**src/rtl/fifo_package.sv**
```systemverilog
// fifo_package: shared widths and types for the SRAM-backed FIFO controller.
package fifo_package;

   localparam int unsigned DATA_WIDTH = 32;
   localparam int unsigned ADDR_WIDTH = 8;
   localparam int unsigned SRAM_DEPTH = 256;
   localparam int unsigned OBUF_DEPTH = 2;

   // Owner of the most recent SRAM access, used for round-robin arbitration
   typedef enum logic {
      GNT_WR = 1'b0,
      GNT_RD = 1'b1
   } grant_e;

   // Occupancy count: SRAM words plus in-flight read plus output buffer
   typedef logic [ADDR_WIDTH+1:0] fifo_cnt_t;

endpackage

```
**src/rtl/sram_fifo_obuf.sv**
```systemverilog
// sram_fifo_obuf: 2-entry output buffer; head entry drives the consumer directly from a register.
module sram_fifo_obuf
   import fifo_package::*;
(
   input  logic                  clk,
   input  logic                  rst_ni,
   input  logic                  flush_i,
   input  logic                  push_i,
   input  logic [DATA_WIDTH-1:0] push_data_i,
   input  logic                  pop_i,
   output logic                  valid_o,
   output logic [DATA_WIDTH-1:0] data_o,
   output logic [1:0]            cnt_o
);

   logic [1:0]            r_cnt;
   logic [DATA_WIDTH-1:0] r_head;
   logic [DATA_WIDTH-1:0] r_tail;

   // Entry storage; a pop shifts tail into head, a push fills the first free slot
   always_ff @(posedge clk or negedge rst_ni) begin
      if (!rst_ni) begin
         r_cnt  <= 2'd0;
         r_head <= '0;
         r_tail <= '0;
      end else if (flush_i) begin
         r_cnt <= 2'd0;
      end else begin
         case ({push_i, pop_i})
            2'b10: begin
               if (r_cnt == 2'd0) r_head <= push_data_i;
               else               r_tail <= push_data_i;
               r_cnt <= r_cnt + 2'd1;
            end
            2'b01: begin
               r_head <= r_tail;
               r_cnt  <= r_cnt - 2'd1;
            end
            2'b11: begin
               if (r_cnt == 2'd2) begin
                  r_head <= r_tail;
                  r_tail <= push_data_i;
               end else begin
                  r_head <= push_data_i;
               end
            end
            default: ;
         endcase
      end
   end

   assign valid_o = (r_cnt != 2'd0);
   assign data_o  = r_head;
   assign cnt_o   = r_cnt;

endmodule

```
**src/rtl/sram_fifo_ctrl.sv**
```systemverilog
// sram_fifo_ctrl: runs a single-port sync-read SRAM as a FIFO, arbitrating pushes against prefetch reads.
// Optional feature macro: SRAM_FIFO_BYPASS_EN (push goes straight to the output buffer when SRAM is empty).
module sram_fifo_ctrl
   import fifo_package::*;
(
   input  logic                  clk,
   input  logic                  rst_ni,
   input  logic                  flush_i,
   input  logic                  in_valid_i,
   input  logic [DATA_WIDTH-1:0] in_data_i,
   output logic                  in_ready_o,
   output logic                  out_valid_o,
   output logic [DATA_WIDTH-1:0] out_data_o,
   input  logic                  out_ready_i,
   output fifo_cnt_t             count_o,
   output logic [ADDR_WIDTH-1:0] sram_addr_o,
   output logic [DATA_WIDTH-1:0] sram_wdata_o,
   output logic                  sram_we_o,
   input  logic [DATA_WIDTH-1:0] sram_rdata_i
);

   logic [ADDR_WIDTH-1:0] r_wr_ptr, r_rd_ptr, w_wr_ptr_nxt, w_rd_ptr_nxt;
   fifo_cnt_t             r_mem_cnt, w_mem_cnt_nxt, r_count, w_count_nxt;
   logic                  r_inflight, w_inflight_nxt;
   grant_e                r_last_gnt, w_last_gnt_nxt;
   logic [1:0]            w_obuf_cnt, w_obuf_cnt_nxt;
   logic                  w_obuf_valid, w_obuf_push, w_pop, w_push_acc, w_bypass;
   logic                  w_rd_want, w_wr_full, w_in_ready, w_gnt_wr, w_gnt_rd;
   logic [DATA_WIDTH-1:0] w_obuf_wdata;

   // State registers
   always_ff @(posedge clk or negedge rst_ni) begin
      if (!rst_ni) begin
         r_wr_ptr   <= '0;
         r_rd_ptr   <= '0;
         r_mem_cnt  <= '0;
         r_inflight <= 1'b0;
         r_last_gnt <= GNT_RD;
         r_count    <= '0;
      end else begin
         r_wr_ptr   <= w_wr_ptr_nxt;
         r_rd_ptr   <= w_rd_ptr_nxt;
         r_mem_cnt  <= w_mem_cnt_nxt;
         r_inflight <= w_inflight_nxt;
         r_last_gnt <= w_last_gnt_nxt;
         r_count    <= w_count_nxt;
      end
   end

   // Arbitration, handshakes and next-state; flush overrides everything
   always_comb begin
      w_wr_ptr_nxt   = r_wr_ptr;
      w_rd_ptr_nxt   = r_rd_ptr;
      w_last_gnt_nxt = r_last_gnt;

      w_wr_full  = (r_mem_cnt == fifo_cnt_t'(SRAM_DEPTH));
      w_rd_want  = (r_mem_cnt != '0) &&
                   ((fifo_cnt_t'(w_obuf_cnt) + fifo_cnt_t'(r_inflight)) < fifo_cnt_t'(OBUF_DEPTH));
      w_in_ready = rst_ni && !flush_i && !w_wr_full && !(w_rd_want && (r_last_gnt == GNT_WR));
      w_push_acc = in_valid_i && w_in_ready;
      w_pop      = w_obuf_valid && out_ready_i && !flush_i;
`ifdef SRAM_FIFO_BYPASS_EN
      w_bypass   = w_push_acc && (r_mem_cnt == '0) && !r_inflight && ((w_obuf_cnt != 2'd2) || w_pop);
`else
      w_bypass   = 1'b0;
`endif
      w_gnt_wr   = w_push_acc && !w_bypass;
      w_gnt_rd   = rst_ni && !flush_i && w_rd_want && !w_gnt_wr;

      // Returning read data has no conflict with bypass: bypass requires no read in flight
      w_obuf_push  = r_inflight || w_bypass;
      w_obuf_wdata = r_inflight ? sram_rdata_i : in_data_i;

      if (w_gnt_wr) begin
         w_last_gnt_nxt = GNT_WR;
         w_wr_ptr_nxt   = r_wr_ptr + ADDR_WIDTH'(1);
      end else if (w_gnt_rd) begin
         w_last_gnt_nxt = GNT_RD;
         w_rd_ptr_nxt   = r_rd_ptr + ADDR_WIDTH'(1);
      end

      w_mem_cnt_nxt  = r_mem_cnt + fifo_cnt_t'(w_gnt_wr) - fifo_cnt_t'(w_gnt_rd);
      w_inflight_nxt = w_gnt_rd;
      w_obuf_cnt_nxt = w_obuf_cnt + 2'(w_obuf_push) - 2'(w_pop);

      if (flush_i) begin
         w_wr_ptr_nxt   = '0;
         w_rd_ptr_nxt   = '0;
         w_mem_cnt_nxt  = '0;
         w_inflight_nxt = 1'b0;
         w_obuf_cnt_nxt = 2'd0;
         w_last_gnt_nxt = GNT_RD;
      end

      w_count_nxt = w_mem_cnt_nxt + fifo_cnt_t'(w_inflight_nxt) + fifo_cnt_t'(w_obuf_cnt_nxt);
   end

   // SRAM port: one access per cycle, idle port parks at address 0
   always_comb begin
      sram_we_o    = w_gnt_wr;
      sram_addr_o  = '0;
      sram_wdata_o = '0;
      if (w_gnt_wr) begin
         sram_addr_o  = r_wr_ptr;
         sram_wdata_o = in_data_i;
      end else if (w_gnt_rd) begin
         sram_addr_o  = r_rd_ptr;
      end
   end

   sram_fifo_obuf u_obuf (
      .clk         (clk),
      .rst_ni      (rst_ni),
      .flush_i     (flush_i),
      .push_i      (w_obuf_push),
      .push_data_i (w_obuf_wdata),
      .pop_i       (w_pop),
      .valid_o     (w_obuf_valid),
      .data_o      (out_data_o),
      .cnt_o       (w_obuf_cnt)
   );

   assign in_ready_o  = w_in_ready;
   assign out_valid_o = w_obuf_valid && !flush_i;
   assign count_o     = r_count;

endmodule
```
**config.mk**
```make
export PLATFORM = sky130hd
export DESIGN_NAME = sram_fifo_ctrl
export DESIGN_NICKNAME = d
export VERILOG_FILES = /design/src/rtl/fifo_package.sv /design/src/rtl/sram_fifo_obuf.sv /design/src/rtl/sram_fifo_ctrl.sv
export SDC_FILE = /design/constraint.sdc
export NUM_CORES = 1
export LEC_CHECK = 0
export ABC_AREA = 1
export CAP_MARGIN = 20
export CORE_MARGIN = 3
export CORE_UTILIZATION = 51
export DETAILED_ROUTE_END_ITERATION = 8
export PLACE_DENSITY = 0.82
export SLEW_MARGIN = 30
export SYNTH_ARGS = -nofsm -noshare
export SYNTH_HDL_FRONTEND = slang
export SYNTH_SLANG_ARGS = --single-unit
export TNS_END_PERCENT = 20
```
**constraint.sdc**
```tcl
create_clock -name clk -period 4 [get_ports clk]
set_input_delay 0.4 -clock clk [delete_from_list [all_inputs] [get_ports clk]]
set_output_delay 0.4 -clock clk [all_outputs]
set_load 0.005 [all_outputs]
```
Yosys cells after proc, flatten, opt, wreduce, memory -nomap -nowiden:

Index checks and enable logic that the tools add are counted.

* input bits: 69
* logic and storage cells: 82
* register bits after elaboration: 104
* output and inout bits: 85

* muxes and demuxes: 23
* bitwise gates (word level): 2
* eq/ne operators: 9
* reductions and logical operators: 27
* $lt $le $gt $ge: 1
* add/sub/neg operators: 11

Operators by type and width (number)
* 2-to-1 mux 32 bit: 6
* case mux 32 bit (3 select lines): 1
* case mux 32 bit (2 select lines): 1
* 2-to-1 mux 8 bit: 7
* adder 10 x 1 -> 10 bit: 2
* adder 8 x 1 -> 8 bit (second input constant): 2
* logical AND 1 bit: 11
* adder 10 x 2 -> 10 bit: 1
* equality test 10 x 9 -> 1 bit (second input constant): 1
* 2-to-1 mux 10 bit: 1
* nonzero test 10 bit: 1
* subtractor 10 x 1 -> 10 bit: 1
* nonzero test 3 bit: 3
* nonzero test 2 bit: 4
* equality test 2 bit (second input constant): 3
* zero test 1 bit: 4
* 2-to-1 mux 1 bit: 4
* 2-to-1 mux 2 bit: 2
* inequality test 2 x 1 -> 1 bit (second input constant): 2
* inequality test 2 bit (second input constant): 2
* case mux 2 bit (2 select lines): 1
* AND reduction 4 bit: 1
* adder 2 x 1 -> 3 bit: 1
* less-than comparator 3 x 2 -> 1 bit (second input constant): 1
* 9 further kinds: 10

Logic depth before layout (Yosys ltp):

Gate-level depths: netlist (run 1).

* depth after elaboration: 13
* gate-level depth with buffers: 26
* depth with buffers taken out: 26

Hierarchy:

A second synthesis (run 1) with hierarchy kept.

* cell total of the unflattened synthesis: 844
* area total of the unflattened synthesis: 6190.9 sq um

Modules (own cells, without submodules)
* sram_fifo_obuf: area each 3150.5 sq um, seq. area each 1651.6 sq um, cells each 404, instances 1
* sram_fifo_ctrl: area each 3040.4 sq um, seq. area each 952.2 sq um, cells each 440, instances 1

Least setup slack after synthesis (run 1):

Ideal clock, no wire load.

* path kind: flip-flop to flip-flop
* start point: register r_mem_cnt[4]
* end point: register r_count[9], in the netlist count_o[9]
* period minus slack after synthesis: 3.368 ns
* path buffers: 0
* stages on the path, launching flop included: 26
* required time: 3.884 ns
* setup time: 0.116 ns
* data arrival time: 3.252 ns
* path slack: 0.632 ns
* cells stage by stage: dfrtp_1 -> inv_1 -> ha_1 -> nand4_1 -> o21ai_2 -> inv_1 -> nand2_2 -> nand3_4 -> nand2_4 -> inv_2 -> ha_1 -> inv_1 -> ha_1 -> inv_1 -> fa_1 -> nor2_1 -> ha_1 -> a21oi_1 -> nor2_1 -> inv_1 -> nor2_1 -> nand2_1 -> nor2_1 -> nand3_1 -> nand2_1 -> nand2_1

* cells in the longest elaborated chain, start to end: 12
* elaborated cells between the ends (all ways): 18
* classes of those cells: add/sub: 4; eq/ne: 1; mux: 2; reduce/logical: 11

Ends and longest elaborated chain
* start: declaration: line sram_fifo_ctrl.sv:23 `fifo_cnt_t r_mem_cnt, w_mem_cnt_nxt, r_count, w_count_nxt;`
* start signal: assignment: line sram_fifo_ctrl.sv:43 `r_mem_cnt <= w_mem_cnt_nxt;`
* branches (longest 8 deep; another with adder 10 x 1 -> 10 bit)
* subtractor 10 x 1 -> 10 bit *: line sram_fifo_ctrl.sv:82 `w_mem_cnt_nxt = r_mem_cnt + fifo_cnt_t'(w_gnt_wr) - fifo_cnt_t'(w_gnt_rd);`
* 2-to-1 mux 10 bit *: line sram_fifo_ctrl.sv:86 `if (flush_i) begin`
* named net w_mem_cnt_nxt[1]: line sram_fifo_ctrl.sv:23
* adder 10 x 1 -> 10 bit *: line sram_fifo_ctrl.sv:95 `w_count_nxt = w_mem_cnt_nxt + fifo_cnt_t'(w_inflight_nxt) + fifo_cnt_t'(w_obuf_cnt_nxt);`
* adder 10 x 2 -> 10 bit *: line sram_fifo_ctrl.sv:95
* named net w_count_nxt[9]: line sram_fifo_ctrl.sv:23
* end signal: assignment: line sram_fifo_ctrl.sv:46 `r_count <= w_count_nxt;`
* end: declaration: line sram_fifo_ctrl.sv:23

Mark *: on every way through the listed nets, which the timed path passes.
A chain may end at the register's enable or synchronous reset.

Worst setup path in the final report (run 1):

* start point: register r_mem_cnt[7]
* end point: register r_count[9], in the netlist count_o[9]

The elaborated chain is that of the path after synthesis.

==> flow_summary_export.csv, run 1 <==
group,metric,value,unit
synthesis,yosysMostFrequentCell,"nand2_1",
timing,setup-tns-final,0,ps
route,routed_wl,16110,um
route,wl_per_cell,14.56,um
layout,drive_above_1_share,0.1194,
route,drt_iter0_drc,324,
critical_path,end_kind,"register",
timing,fin_skew,7.319,ps
worst_hold_path,hp-class,"input pin to asynchronous set/reset pin",
global_route,grt_pass1_wl,26900,um
route,dr_wl_met2,7717,um
synthesis,ys_types,32,
placed_design,postPlaceCellArea,0.008053,sq mm
clocking,worstSkewPairLatency,350,ps
timing,rsz0062_at_grt,"false",
clocking,cts.sinks,104,
clocking,hold_buffers,0,
placed_design,gp_congestion,0.9026,
synthesis,syn_area,0.006504,sq mm
pwr,switching_share,0.3813,
synthesis,synth_edf_count,0,
synthesis,ys_seq_area_frac,0.4003,
global_route,antenna_found_initial,0,
die,core,0.01226,sq mm
clocking,h-tree-depth,3,
timing,fmax,272.4,MHz
status,outcome,"complete, no violations",
synthesis,syn_inst,796,
clocking,postCtsSetupBuffers,0,
global_route,grtUsageTotal,0.2338,
pwr,p_clk_frac,0.210,
pwr,power,0.005133,W
layout,diodes,0,
route,postRouteAntennaNets,0,
route,highest_layer,"met4",
pwr,peakVddDrop,397.8,uV
synthesis,synthFlopType,"dfrtp_1",
clocking,ctsRootBufferMaster,"clkbuf_16",
timing,relSlewSlack,0.3667,
critical_path,crit_arrival,3910,ps
route,route.detailed.drc,0,
global_route,first_global_vias,5394,
route,vias,5696,
route,vias_per_cell,5.150,
timing,final.period_utilization,0.9179,
critical_path,setup.worst_path.class,"register to register",
pwr,combPwrFrac,0.457,
critical_path,worstPathRequired,4240,ps
clocking,cts_tree,"yes",
die,die_y,118.9,um
pwr,p_switching,0.001957,W
die,initial_core_util,0.5304,
route,wl_met1,7270,um
placed_design,placed_cells,1090,
synthesis,yosysWarnings,0,
synthesis,synth_async_sr_flop_share,1.000,
timing,final-hold-violation-count,0,
die,dieArea,0.01414,sq mm
layout,stdcell_count,1106,
layout,stdcell_area,0.008426,sq mm
placed_design,place.port_buffers,153,
pwr,p_int,0.003176,W
synthesis,yosys.area.top_type,"dfrtp_1",
global_route,grt_max_degree,65,
global_route,overflow,0,
placed_design,dp_hpwl,11510,um
pwr,power.leakage,4.125,nW
timing,period_needed,3672,ps
layout,nFillCells,989,
clocking,cts_resized,0,
die,die_w,118.9,um
timing,maxSlewViolCount,0,
clocking,cts_buffers,9,
synthesis,yosys-top-cells-count,"219 x nand2_1, 104 x inv_1, 103 x dfrtp_1",
layout,synthToLayoutAreaGrowth,29.55,%
pwr,power_frac_seq,0.333,
synthesis,synth_fp_nets,888,
route,drtPass1Iterations,5,
die,io_pins,154,
synthesis,synth.ff_latch_count,104,
synthesis,synth_area_per_cell,8.171,sq um
layout,layout.nets,1025,
die,fp-row-count,40,
synthesis,ys_top_cells_by_area,"dfrtp_1 40%, nand2_1 13%, o211ai_2 6.2%",
flow_run,drv_cap,0,
clocking,clk_pin_slew,70,ps
critical_path,cp_max_fo,5,
clocking,clockBufferDepth,2,
pwr,power.density,609.2,mW/mm^2
timing,worst_slew_pin_slew,949.0,ps
route,wl_met3,846,um
synthesis,synth_top_area_share,0.3963,
timing,finalSetupViolCount,0,
layout,final_util,0.6871,
critical_path,worstSetupStartpointType,"register",
-- per-layer routing --
metal | global-route usage | vias up
met4 | 0.07314 | 0
met2 | 0.3826 | 155
met5 | 0 | -
met3 | 0.04558 | 22
met1 | 0.3146 | 2690
li1 | - | 2829
-- sequential cells by signal (all words and copies together), names as in the netlist --
name,flops
u_obuf.r_tail,32
r_wr_ptr,8
r_last_gnt,1
u_obuf.cnt_o,2
r_inflight,1
count_o,10
r_mem_cnt,10
u_obuf.data_o,32
r_rd_ptr,8
-- cell families after synthesis --
kind of cell,Yosys count,synth area share
and+or+nand+nor,385,0.2901
AOI/OAI and AO/OA,122,0.1333
buffers and inverters,146,0.1070
DFF,104,0.4003
xor gates and xnor gates,16,0.02155
adders and majority gates,23,0.04771
-- area by class of cell --
cell class,instances,area (sq um),area share
tap,168,210.2,0.02495
timing repair buffer,165,1623,0.1926
multi-input combinational,546,3214,0.3815
clock inverter,5,127.6,0.01515
sequential,104,2604,0.3090
clock buffer,11,242.7,0.02881
inverter,107,404.1,0.04797
-- power by group through the flow --
stage | sequential (W) | clock (W) | combinational [W]
2_1_floorplan | 0.00170 | 0 | 0.00147
3_3_place_gp | 0.00170 | 0 | 0.00228
3_5_place_dp | 0.00172 | 0 | 0.00233
4_1_cts | 0.00171 | 0.00110 | 0.00235
5_1_grt | 0.00176 | 0.00114 | 0.00266
6_report | 0.00171 | 0.00108 | 0.00235
-- final timing paths --
check | from | depth (start not counted) | slack, ps | to
worst min register to register | u_obuf.data_o[28]$_DFFE_PN0P_ | 2 | 510 | u_obuf.data_o[28]$_DFFE_PN0P_
worst max register to register | r_mem_cnt[7]$_DFF_PN0_ | 25 | 330 | count_o[9]$_DFF_PN0_
min in group clk | u_obuf.data_o[28]$_DFFE_PN0P_ | 2 | 510 | u_obuf.data_o[28]$_DFFE_PN0P_
worst max-delay path | r_mem_cnt[7]$_DFF_PN0_ | 25 | 330 | count_o[9]$_DFF_PN0_
max in group asynchronous | rst_ni | 3 | 2710 | u_obuf.data_o[17]$_DFFE_PN0P_
worst min-delay path | rst_ni | 2 | 200 | u_obuf.r_tail[29]$_DFFE_PN0P_
-- through the flow --
stage	hold WS [ps]	setup WS, ps
after floorplan	104.4	631.6
after global placement	487.0	369.0
after detailed placement	493.7	265.8
after CTS	219.9	334.0
after global routing	256.8	0.2061
final	203.3	328.4
-- cell usage in the layout, fill, tap and decap left out, drive strengths merged --
| cell | count |
|---|---|
| a21oi | 9 |
| buf | 13 |
| bufinv | 4 |
| clkbuf | 11 |
| clkdlybuf4s50 | 152 |
| clkinvlp | 1 |
| dfrtp | 103 |
| dfstp | 1 |
| fa | 3 |
| ha | 20 |
| inv | 107 |
| nand2 | 225 |
| nand3 | 80 |
| nand4 | 10 |
| nor2 | 64 |
| nor3 | 6 |
| o211ai | 32 |
| o21ai | 74 |
| o22ai | 7 |
| xnor2 | 4 |
| xor2 | 12 |
-- critical path, cell delays in order, from the launching register on --
cell and delay [ps]:
dfrtp_1 390, inv_1 80, ha_1 170, nand4_1 150
o21ai_2 210, inv_1 70, nand2_2 90, nand3_4 90
nand2_4 70, inv_2 50, ha_1 260, inv_1 50
ha_1 170, inv_1 60, fa_1 500, nor2_2 60
ha_1 280, a21oi_1 60, nor2_1 150, inv_1 90
nor2_1 110, nand2_1 60, nor2_1 140, nand3_1 90
nand2_1 70, nand2_1 50
No activity file was read; power rests on OpenSTA's default activity.
==> run 2, diff against run 1 <==
SLEW_MARGIN = 20   (was 30)
==> flow_summary_export.csv, run 2 (synthesis results as in run 1) <==
group,metric,value,unit
timing,worst_slack,410.9,ps
die,io_pins,154,
critical_path,crit_arrival,3830,ps
clocking,h-tree-depth,3,
route,postRouteAntennaNets,0,
critical_path,r2r_end,"count_o[9]$_DFF_PN0_",
die,die_y,118.9,um
clocking,cts_tree,"yes",
pwr,power_frac_seq,0.340,
critical_path,cp_max_fo,5,
flow_run,drv_cap,0,
route,route.detailed.drc,0,
layout,layout_common_cells,"219 x nand2_1, 152 x clkdlybuf4s50_1, 104 x inv_1",
critical_path,rrSetupSlack,410,ps
placed_design,dp_worst_setup_slack,304.1,ps
critical_path,end_kind,"register",
clocking,worstSkewPairLatency,350,ps
pwr,p_int,0.003057,W
global_route,first_global_vias,5465,
critical_path,r2r_cells,25,
global_route,antenna_found_initial,0,
die,fp-row-count,40,
pwr,p_switching,0.001961,W
timing,fin_skew,10.28,ps
clocking,cts.sinks,104,
layout,drive_above_1_share,0.1203,
layout,nFillCells,1035,
timing,setup-tns-final,0,ps
layout,diodes,0,
timing,rsz0062_at_grt,"false",
layout,seq_area,0.002604,sq mm
global_route,grt_max_degree,65,
worst_hold_path,hp-class,"input pin to asynchronous set/reset pin",
die,die_w,118.9,um
timing,period_needed,3589,ps
pwr,peakVddDrop,370.4,uV
critical_path,setup.worst_path.class,"register to register",
critical_path,worstSetupStartpointType,"register",
layout,synthToLayoutAreaGrowth,28.88,%
global_route,overflow,0,
timing,finalSetupViolCount,0,
placed_design,gp_congestion,0.9026,
layout,final_common_cell,"nand2_1",
layout,layout.nets,1026,
timing,maxSlewViolCount,0,
layout,multiInputGateArea,0.003214,sq mm
pwr,switching_share,0.3908,
timing,worst_slew_pin_slew,1112,ps
die,initial_core_util,0.5304,
timing,final-hold-violation-count,0,
global_route,grtUsageTotal,0.2341,
pwr,combPwrFrac,0.470,
critical_path,critical-path-max-stage-delay,510,ps
timing,relSlewSlack,0.2585,
critical_path,critical-path-slowest-cell,"fa_1",
global_route,grt_pass1_wl,27130,um
route,wl_per_cell,14.57,um
clocking,hold_buffers,0,
critical_path,crit_top_cell,"inv_1",
status,outcome,"complete, no violations",
route,routed_wl,16130,um
die,core,0.01226,sq mm
critical_path,crit_family,"adder cells",
timing,final.period_utilization,0.8973,
route,vias,5710,
die,dieArea,0.01414,sq mm
critical_path,r2r-start,"r_mem_cnt[7]$_DFF_PN0_",
clocking,clockBufferDepth,2,
placed_design,dp_hpwl,11550,um
route,drtPass1Iterations,5,
route,drt_iter0_drc,320,
clocking,cts_buffers,9,
critical_path,worstPathRequired,4240,ps
critical_path,path_buf_inv,6,
clocking,ctsRootBufferMaster,"clkbuf_16",
pwr,power.leakage,4.104,nW
placed_design,place.port_buffers,153,
pwr,p_clk_frac,0.190,
timing,fmax,278.6,MHz
route,vias_per_cell,5.158,
clocking,clk_pin_slew,70,ps
pwr,power.density,598.8,mW/mm^2
[run 2: what timing repair did]
action / 4_1_cts / 5_1_grt
setup endpoints to repair: 0 / 2
setup buffers: 0 / 1
resized for setup: 0 / 1
hold endpoints to repair: 0 / 0
[run 2: worst max-delay path by stage]
| stage | startpoint | endpoint | cells after the start |
|---|---|---|---|
| global route | r_mem_cnt[7]$_DFF_PN0_ | count_o[9]$_DFF_PN0_ | 25 |
| detailed placement | flush_i | count_o[9]$_DFF_PN0_ | 23 |
| finish | r_mem_cnt[7]$_DFF_PN0_ | count_o[9]$_DFF_PN0_ | 25 |
| global placement | flush_i | count_o[9]$_DFF_PN0_ | 23 |
| floorplan | r_mem_cnt[4]$_DFF_PN0_ | count_o[9]$_DFF_PN0_ | 25 |
| CTS | r_mem_cnt[7]$_DFF_PN0_ | count_o[9]$_DFF_PN0_ | 25 |
[run 2: through the flow]
step	hold slack [ps]	instances	cell area, sq um	utilization	total power (W)
4_1_cts	225.2	1106	8364	0.6821	0.005033
5_1_grt	265.2	1107	8382	0.6836	0.005446
3_5_place_dp	493.8	1090	8041	0.6558	0.004060
2_1_floorplan	104.4	796	6504	-	0.003168
6_report	206.2	1107	8382	0.6836	0.005019
3_3_place_gp	487.0	1090	8041	0.6558	0.003981
[run 2: routing by layer]
metal | track usage | wire [um]
met2 | 0.3847 | 7766
met1 | 0.3123 | 7206
met5 | 0 | 0
met3 | 0.04796 | 891
met4 | 0.07241 | 269
[run 2: final cells by class]
cell class	instances	share of cell area
multi-input cells	546	0.3835
flip-flops and latches	104	0.3106
repair buffers	166	0.1941
inverters	107	0.04822
clock buffers	11	0.02896
well taps	168	0.02508
clock inverters	5	0.009554
[run 2: power by group through the flow]
stage          clock (W)  combinational (W)  sequential [W]
6_report        0.000951            0.00236         0.00171
3_3_place_gp           0            0.00228         0.00170
5_1_grt          0.00101            0.00267         0.00176
2_1_floorplan          0            0.00147         0.00170
4_1_cts         0.000972            0.00235         0.00171
3_5_place_dp           0            0.00234         0.00172
